## src/rtl/pc_pkg.sv

```systemverilog
// Shared definitions for the program-counter sequencer: the default trap
// vector and the decoded per-edge operation.
package pc_pkg;

    // Trap vector before truncation to the PC width (all-ones PC masked with 'hfff0).
    localparam logic [63:0] PC_TRAP_MASK = 64'hfff0;

    // One operation is selected per clock edge.
    typedef enum logic [2:0] {
        PC_HOLD,
        PC_SEQ,
        PC_JMP,
        PC_CALL,
        PC_RET,
        PC_TRAP
    } pc_op_e;

    // Priority: overflow > hold > ret > call > jump > sequential.
    function automatic pc_op_e pc_decode(
        input logic overflow,
        input logic update,
        input logic ret,
        input logic call,
        input logic jump
    );
        if (overflow)     return PC_TRAP;
        else if (!update) return PC_HOLD;
        else if (ret)     return PC_RET;
        else if (call)    return PC_CALL;
        else if (jump)    return PC_JMP;
        else              return PC_SEQ;
    endfunction

endpackage

```

## src/rtl/ras_stack.sv

```systemverilog
// Circular return-address stack. When full, a push overwrites the oldest
// entry. A pop when empty leaves the stack unchanged. Either case raises a
// registered one-cycle error pulse. Entry storage has no reset.
module ras_stack
    import pc_pkg::*;
#(
    parameter int PC_W      = 16,
    parameter int RAS_DEPTH = 4
) (
    input  logic            clk_i,
    input  logic            rst_ni,
    input  logic            push_i,
    input  logic            pop_i,
    input  logic [PC_W-1:0] push_data_i,
    output logic [PC_W-1:0] top_o,
    output logic            empty_o,
    output logic            full_o,
    output logic            err_o
);

    localparam int PTR_W = $clog2(RAS_DEPTH);
    localparam int CNT_W = $clog2(RAS_DEPTH + 1);
    localparam logic [CNT_W-1:0] FULL_CNT = CNT_W'(RAS_DEPTH);

    logic [PC_W-1:0]  mem_q [RAS_DEPTH];
    logic [PTR_W-1:0] wp_q, wp_d;
    logic [CNT_W-1:0] count_q, count_d;
    logic             err_q, err_d;

    // The write pointer addresses the next free slot, so the top is one below it.
    assign top_o   = mem_q[wp_q - PTR_W'(1)];
    assign empty_o = (count_q == '0);
    assign full_o  = (count_q == FULL_CNT);
    assign err_o   = err_q;

    // Pointer, count and error next state. A push takes precedence over a pop.
    always_comb begin
        wp_d    = wp_q;
        count_d = count_q;
        err_d   = 1'b0;
        if (push_i) begin
            wp_d = wp_q + PTR_W'(1);
            if (full_o) err_d = 1'b1;
            else        count_d = count_q + CNT_W'(1);
        end else if (pop_i) begin
            if (empty_o) begin
                err_d = 1'b1;
            end else begin
                wp_d    = wp_q - PTR_W'(1);
                count_d = count_q - CNT_W'(1);
            end
        end
    end

    // Control state registers.
    always_ff @(posedge clk_i or negedge rst_ni) begin
        if (!rst_ni) begin
            wp_q    <= '0;
            count_q <= '0;
            err_q   <= 1'b0;
        end else begin
            wp_q    <= wp_d;
            count_q <= count_d;
            err_q   <= err_d;
        end
    end

    // Entry storage is written on every push. It has no reset.
    always_ff @(posedge clk_i) begin
        if (push_i) mem_q[wp_q] <= push_data_i;
    end

endmodule

```

## src/rtl/pc_sequencer.sv

```systemverilog
// Fetch-stage program-counter sequencer with a return-address stack.
// Optional feature macro: PC_EPC_EN. When it is defined, a trap captures the
// pre-trap PC in epc. When it is undefined, epc is tied to zero.
module pc_sequencer
    import pc_pkg::*;
#(
    parameter int              PC_W      = 16,
    parameter int              OFF_W     = 12,
    parameter int              RAS_DEPTH = 4,
    parameter logic [PC_W-1:0] TRAP_VEC  = PC_W'(PC_TRAP_MASK)
) (
    input  logic             Clk2,
    input  logic             reset,
    input  logic             updatePC,
    input  logic             jump,
    input  logic             call,
    input  logic             ret,
    input  logic [OFF_W-1:0] offset,
    input  logic             overflow,
    output logic [PC_W-1:0]  PC,
    output logic             rasEmpty,
    output logic             rasFull,
    output logic             rasErr,
    output logic [PC_W-1:0]  epc
);

    pc_op_e          op;
    logic [PC_W-1:0] pc_q, pc_d;
    logic [PC_W-1:0] pc_inc, pc_tgt, off_sext;
    logic [PC_W-1:0] ras_top;
    logic            ras_push, ras_pop;

    // Decode the strobes into a single prioritised operation.
    always_comb begin
        op = pc_decode(overflow, updatePC, ret, call, jump);
    end

    // The signed cast sign-extends even when OFF_W equals PC_W. All sums wrap modulo 2^PC_W.
    assign off_sext = PC_W'($signed(offset));
    assign pc_inc   = pc_q + PC_W'(1);
    assign pc_tgt   = pc_q + off_sext;

    assign ras_push = (op == PC_CALL);
    assign ras_pop  = (op == PC_RET);

    ras_stack #(
        .PC_W      (PC_W),
        .RAS_DEPTH (RAS_DEPTH)
    ) u_ras (
        .clk_i       (Clk2),
        .rst_ni      (reset),
        .push_i      (ras_push),
        .pop_i       (ras_pop),
        .push_data_i (pc_inc),
        .top_o       (ras_top),
        .empty_o     (rasEmpty),
        .full_o      (rasFull),
        .err_o       (rasErr)
    );

    // Next PC. A return with an empty stack falls through to PC+1.
    always_comb begin
        pc_d = pc_inc;
        unique case (op)
            PC_TRAP: pc_d = TRAP_VEC;
            PC_HOLD: pc_d = pc_q;
            PC_RET:  pc_d = rasEmpty ? pc_inc : ras_top;
            PC_CALL: pc_d = pc_tgt;
            PC_JMP:  pc_d = pc_tgt;
            default: pc_d = pc_inc;
        endcase
    end

    // PC register.
    always_ff @(posedge Clk2 or negedge reset) begin
        if (!reset) pc_q <= '0;
        else        pc_q <= pc_d;
    end

    assign PC = pc_q;

`ifdef PC_EPC_EN
    logic [PC_W-1:0] epc_q;

    // Capture the PC of the trapping instruction and hold it until the next trap.
    always_ff @(posedge Clk2 or negedge reset) begin
        if (!reset)              epc_q <= '0;
        else if (op == PC_TRAP)  epc_q <= pc_q;
    end

    assign epc = epc_q;
`else
    assign epc = '0;
`endif

    // A trap always lands on the vector, and the stack never sees a push and a pop together.
    a_trap_vec: assert property (@(posedge Clk2) disable iff (!reset)
        (op == PC_TRAP) |=> (PC == TRAP_VEC));
    a_push_pop_excl: assert property (@(posedge Clk2) disable iff (!reset)
        !(ras_push && ras_pop));

endmodule

```

## config.mk

```make
export PLATFORM = sky130hd
export DESIGN_NAME = pc_sequencer
export DESIGN_NICKNAME = d
export VERILOG_FILES = /design/src/rtl/pc_pkg.sv /design/src/rtl/ras_stack.sv /design/src/rtl/pc_sequencer.sv
export SDC_FILE = /design/constraint.sdc
export NUM_CORES = 1
export LEC_CHECK = 0
export CORE_MARGIN = 4
export CORE_UTILIZATION = 60
export CTS_CLUSTER_SIZE = 16
export DETAILED_ROUTE_END_ITERATION = 10
export PLACE_DENSITY = 0.94
export SLEW_MARGIN = 5
export SYNTH_ARGS = -nofsm -noshare
export SYNTH_HDL_FRONTEND = slang
export SYNTH_HIERARCHICAL = 1
export SYNTH_SLANG_ARGS = --single-unit
```

## constraint.sdc

```tcl
create_clock -name Clk2 -period 4.85 [get_ports Clk2]
set_input_delay 0.97 -clock Clk2 [delete_from_list [all_inputs] [get_ports Clk2]]
set_output_delay 0.97 -clock Clk2 [all_outputs]
set_load 0.005 [all_outputs]
```

After elaboration in Yosys (flattened, before gate mapping)
Memory sizes are Yosys's and may differ from the RTL's.
Index checks and enable logic that the tools add are counted.
- add/subtract/negate cells: 6
- equal/unequal tests: 7
- multiplexer cells: 20
- reductions and logical operators: 6
- operators with widths (kind ; number):
    $pmux 16 s4 ; 1
    $mux 3 ; 7
    $add 16x1->16 const B ; 1
    $add 16x16->16 ; 1
    $mux 16 ; 1
    $mux 2 ; 5
    $eq 3x3->1 const B ; 3
    $eq 3x2->1 const B ; 2
    $logic_not 3->1 ; 2
    $mux 1 ; 6
    $add 3x1->3 const B ; 1
    $reduce_and 3->1 ; 1
    $sub 3x1->3 const B ; 1
    $add 2x1->2 const B ; 1
    $ne 2x1->1 const B ; 1
    $ne 2x2->1 const B ; 1
    $reduce_and 2->1 ; 1
    $reduce_bool 2->1 ; 1
    $reduce_or 2->1 ; 1
    $sub 2x1->2 const B ; 1
- flip-flop bits (word level): 22
- bits in writable memories: 64
- input bits: 19
- logic and storage cells: 44
- memories kept: 1
- memories (name ; depth ; bits a word ; rd ports ; clocked after Yosys merged registers in ; wr ports ; line ; source):
    u_ras.mem_q ; 4 ; 16 ; 1 ; 0 ; 1 ; ras_stack.sv:25 ; logic [PC_W-1:0] mem_q [RAS_DEPTH];

Longest topological paths before layout
- depth after elaboration: 8
- mapped depth: 11
- mapped depth without buffers: 8

By module
The synthesis kept the hierarchy.
- by module, submodules not included (module ; times used ; cells an instance ; area an instance (um2) ; sequential area each (um2)):
    ras_stack ; 1 ; 132 ; 2803.9 ; 2072.0
    pc_sequencer ; 1 ; 298 ; 2289.7 ; 400.4

Least setup slack after synthesis
No wires, ideal clock.
- path type: input -> register
- start point: input port overflow
- end point: register u_ras.count_q[1]
- library setup time: 0.104 ns
- arrival time: 2.854 ns
- required time: 4.746 ns
- setup slack: 1.892 ns
- cell stages on the path: 9
- path buffers: 2
- cell sequence: buf_6 > nand2b_1 > buf_6 > nor3b_1 > inv_1 > fa_1 > inv_1 > o21a_1 > a221oi_1
- elaborated cells on any way between the ends: 8
- those cells by class: eq/ne (4); mux (2); reduce/logical (2)
- RTL lines (element ; line ; source):
    start: declaration ; pc_sequencer.sv:19 ; input logic overflow,
    $mux 3 ; pc_pkg.sv:26 ; if (overflow) return PC_TRAP;
    $eq 3x2->1 ; pc_sequencer.sv:43 ; assign ras_push = (op == PC_CALL);
    via ras_push ; pc_sequencer.sv:31 ; logic ras_push, ras_pop;
    $mux 3 ; ras_stack.sv:41 ; if (push_i) begin
    via u_ras.count_d[1] ; ras_stack.sv:27 ; logic [CNT_W-1:0] count_q, count_d;
    end signal: assignment ; ras_stack.sv:63 ; count_q <= count_d;
    end: declaration ; ras_stack.sv:27 ;
The timed path passes the listed nets, and every way through them passes these cells.
A chain may end at the register's enable or synchronous reset.

Worst setup path after layout
Same ends and word-level chain as after synthesis.

==> flow_summary_export.csv <==
group,metric,value,unit
run_status,outcome,"completed",
critical_path,path_delay_family,"buffers and inverters",
critical_path,r2r_start,"u_ras/wp_q[0]",
critical_path,crit_start,"overflow",
cts,postCtsHoldBufs,0,
timing,slew-limit-headroom,0.2902,
min_path,hold_path_class,"reg2reg",
drt,post_drt_wl_per_cell,21.16,um
synth,synth_area_leaders,"edfxtp_1, dfrtp_1, ha_1",
cts,cts_tree,"built",
drt,dr.first_iter.drc_count,342,
floorplan,die-area,0.01003,sq mm
floorplan,die_h,100.1,um
grt,grt_pass1_vias,3699,
cts,cts.sinks,86,
synth,yosysSeqAreaShare,0.4854,
drt,vias,3690,
timing,report.final.slew_viol_count,0,
critical_path,worst-endpoint-required,5080,ps
timing,fmax,0.3026,GHz
synth,ys_ff_latch,86,
synth,synth_cells,430,
cts,numCtsBuffers,9,
grt,grt_pass1_wl,19130,um
critical_path,path_buf_inv,4,
synth,yosysTopAreaCellShare,0.3773,
timing,rsz0062_at_grt,"no",
cts,clkTransAtPathRegs,90,ps
critical_path,crit_type,"in2reg",
timing,period_share,0.6815,
grt,grt_use_total,0.2505,
critical_path,crit_cells,9,
grt,antenna_found_initial,0,
cts,cts_buffer_depth,2,
cts,postCtsSetupBuffers,0,
critical_path,crit_top_cell,"inv_1",
critical_path,critPathArrivalTime,3540,ps
cts,cts_resized,0,
final_layout,final_nets,501,
synth,async_flop_share,0.2558,
place,placed_area,0.005424,sq mm
floorplan,pin_count,54,
pwr,power.density,442.9,mW/mm^2
final_layout,drive_gt1_frac,0.08836,
timing,clock_skew,13.43,ps
critical_path,r2r_setup_slack,1880,ps
synth,ys.flop_type,"edfxtp_1",
final_layout,area_growth,10.17,%
run,cap_violations,0,
critical_path,critPathCapture,"u_ras/count_q[1]",
synth,synth_most_common_cell,"edfxtp_1",
critical_path,reg2reg_to,"PC[15]",
grt,gr-total-overflow,0,
critical_path,slowest_stage,"clkdlybuf4s50_1",
critical_path,worstPathCellList,"clkdlybuf4s50_1 -> nand2b_1 -> nor3b_1 -> buf_4 -> inv_1 -> fa_1 -> inv_1 -> o21a_1 -> a221oi_1",
place,portBuffers,37,
critical_path,end_kind,"flip-flop",
synth,synth.avg_cell_area,11.85,sq um
drt,routed_wirelength,12040,um
floorplan,start_util,0.6199,
cts,htree_num_levels,3,
pwr,leakage,2.009,nW
critical_path,start_kind,"input pin",
synth,syn_area,0.005094,sq mm
final_layout,design_area,0.005612,sq mm
floorplan,core,0.008217,sq mm
critical_path,cp_max_fo,15,
timing,hold-worst-slack,658.0,ps
timing,worstMarginPinSlew,1061,ps
timing,setup_violations,0,
cts,clockRootBuffer,"clkbuf_8",
drt,drt_pass1_iterations,6,
floorplan,die_w,100.1,um
pwr,peakVddDrop,0.0001993,V
critical_path,slowest_delay,540,ps
final_layout,diodes,0,
critical_path,rr_worst_depth,9,
floorplan,placementRows,33,
grt,grt_max_degree,23,
timing,tns,0,ps
synth,yosys_warnings,6,
synth,ys_top_cells_by_count,"edfxtp_1, nor2_1, a21oi_1, dfrtp_1, nand2_1",
timing,fin_crit,3305,ps
place,globalplace.congestion,0.9693,
cts,clock_latency,360,ps
drt,drc,0,
synth,synth_edf_count,64,
timing,finalHoldViolCount,0,
place,hpwlAfterDp,8449,um
drt,via_per_inst,6.485,
synth,yosysUniqueCellTypes,68,
synth,synth_top_area_cell,"edfxtp_1",
drt,ant_nets,0,
## cell families (layout without fill, tap and decap cells)
logic type,count (synthesis),in the layout,share of synthesized area
DFF,86,86,0.4854
xor gates and xnor gates,26,26,0.04471
and+or+nand+nor,112,112,0.1142
buffers and inverters,52,71,0.06165
muxes,22,22,0.08917
AOI/OAI and AO/OA,109,109,0.1471
adders and majority gates,22,22,0.05699
other,1,16,0.0007362
## sequential cells by signal (all words and copies together) (netlist names)
signal,flops
PC,16
u_ras/count_q,3
u_ras/err_o,1
u_ras/mem_q,64
u_ras/wp_q,2
## routing by layer
| metal | up-vias | track usage | wire (um) |
|---|---|---|---|
| li1 | 1671 | - | - |
| met1 | 1750 | 0.3197 | 4662 |
| met2 | 220 | 0.4123 | 5894 |
| met3 | 49 | 0.04656 | 1050 |
| met4 | 0 | 0.1223 | 435 |
| met5 | - | 0 | 0 |
## stage by stage
step	setup slack, ps	cells	power [W]	utilization
global route	1484	569	0.002617	0.6830
finish	1545	569	0.002486	0.6830
global placement	1492	554	0.001936	0.6601
detailed placement	1324	554	0.001979	0.6601
floorplan	1892	445	0.001730	-
CTS	1625	569	0.002470	0.6830
## worst min path at each step
stage,from,endpoint,depth (start not counted)
2_1_floorplan,u_ras/count_q[2],u_ras/count_q[2],2
3_3_place_gp,u_ras/count_q[1],u_ras/err_o,1
3_5_place_dp,u_ras/count_q[1],u_ras/err_o,1
4_1_cts,u_ras/count_q[1],u_ras/err_o,1
5_1_grt,u_ras/count_q[1],u_ras/err_o,1
6_report,u_ras/count_q[1],u_ras/err_o,1
## where the power goes
group / switching, W / total, W / internal (W)
combinational: 0.000522 / 0.000981 / 0.000459
clock: 0.000254 / 0.000492 / 0.000237
sequential: 0.000122 / 0.00101 / 0.000891
## layout by cell type (no fill, tap or decap), drive strengths merged, types with 3 or more instances in the layout
master         synthesis  layout
a211o                  3       3
a211oi                 5       5
a21o                   4       4
a21oi                 29      29
a221oi                 7       7
a222oi                 3       3
a31oi                  3       3
a41oi                  3       3
and2                   8       8
buf                   29       4
clkbuf                 8      10
clkdlybuf4s50          0      37
conb                   1      16
dfrtp                 22      22
edfxtp                64      64
ha                    20      20
inv                   15      16
mux2                   3       3
mux2i                  3       3
mux4                  16      16
nand2                 22      22
nand2b                 4       4
nand3                 12      12
nand4                  4       4
nor2                  34      34
nor2b                  4       4
nor3                   8       8
nor3b                  3       3
o211ai                 5       5
o21a                   3       3
o21ai                 18      18
o22ai                  4       4
or2                    3       3
xnor2                 12      12
xor2                  14      14
## final cells by class
cell class | instances | area [sq um]
timing repair buffer | 41 | 400.4
sequential | 86 | 2472
clock buffer | 10 | 127.6
multi-input combinational | 307 | 2364
tap | 105 | 131.4
clock inverter | 5 | 60.06
fill | 546 | 2605
inverter | 15 | 56.30
(Power assumes the default switching activity.)
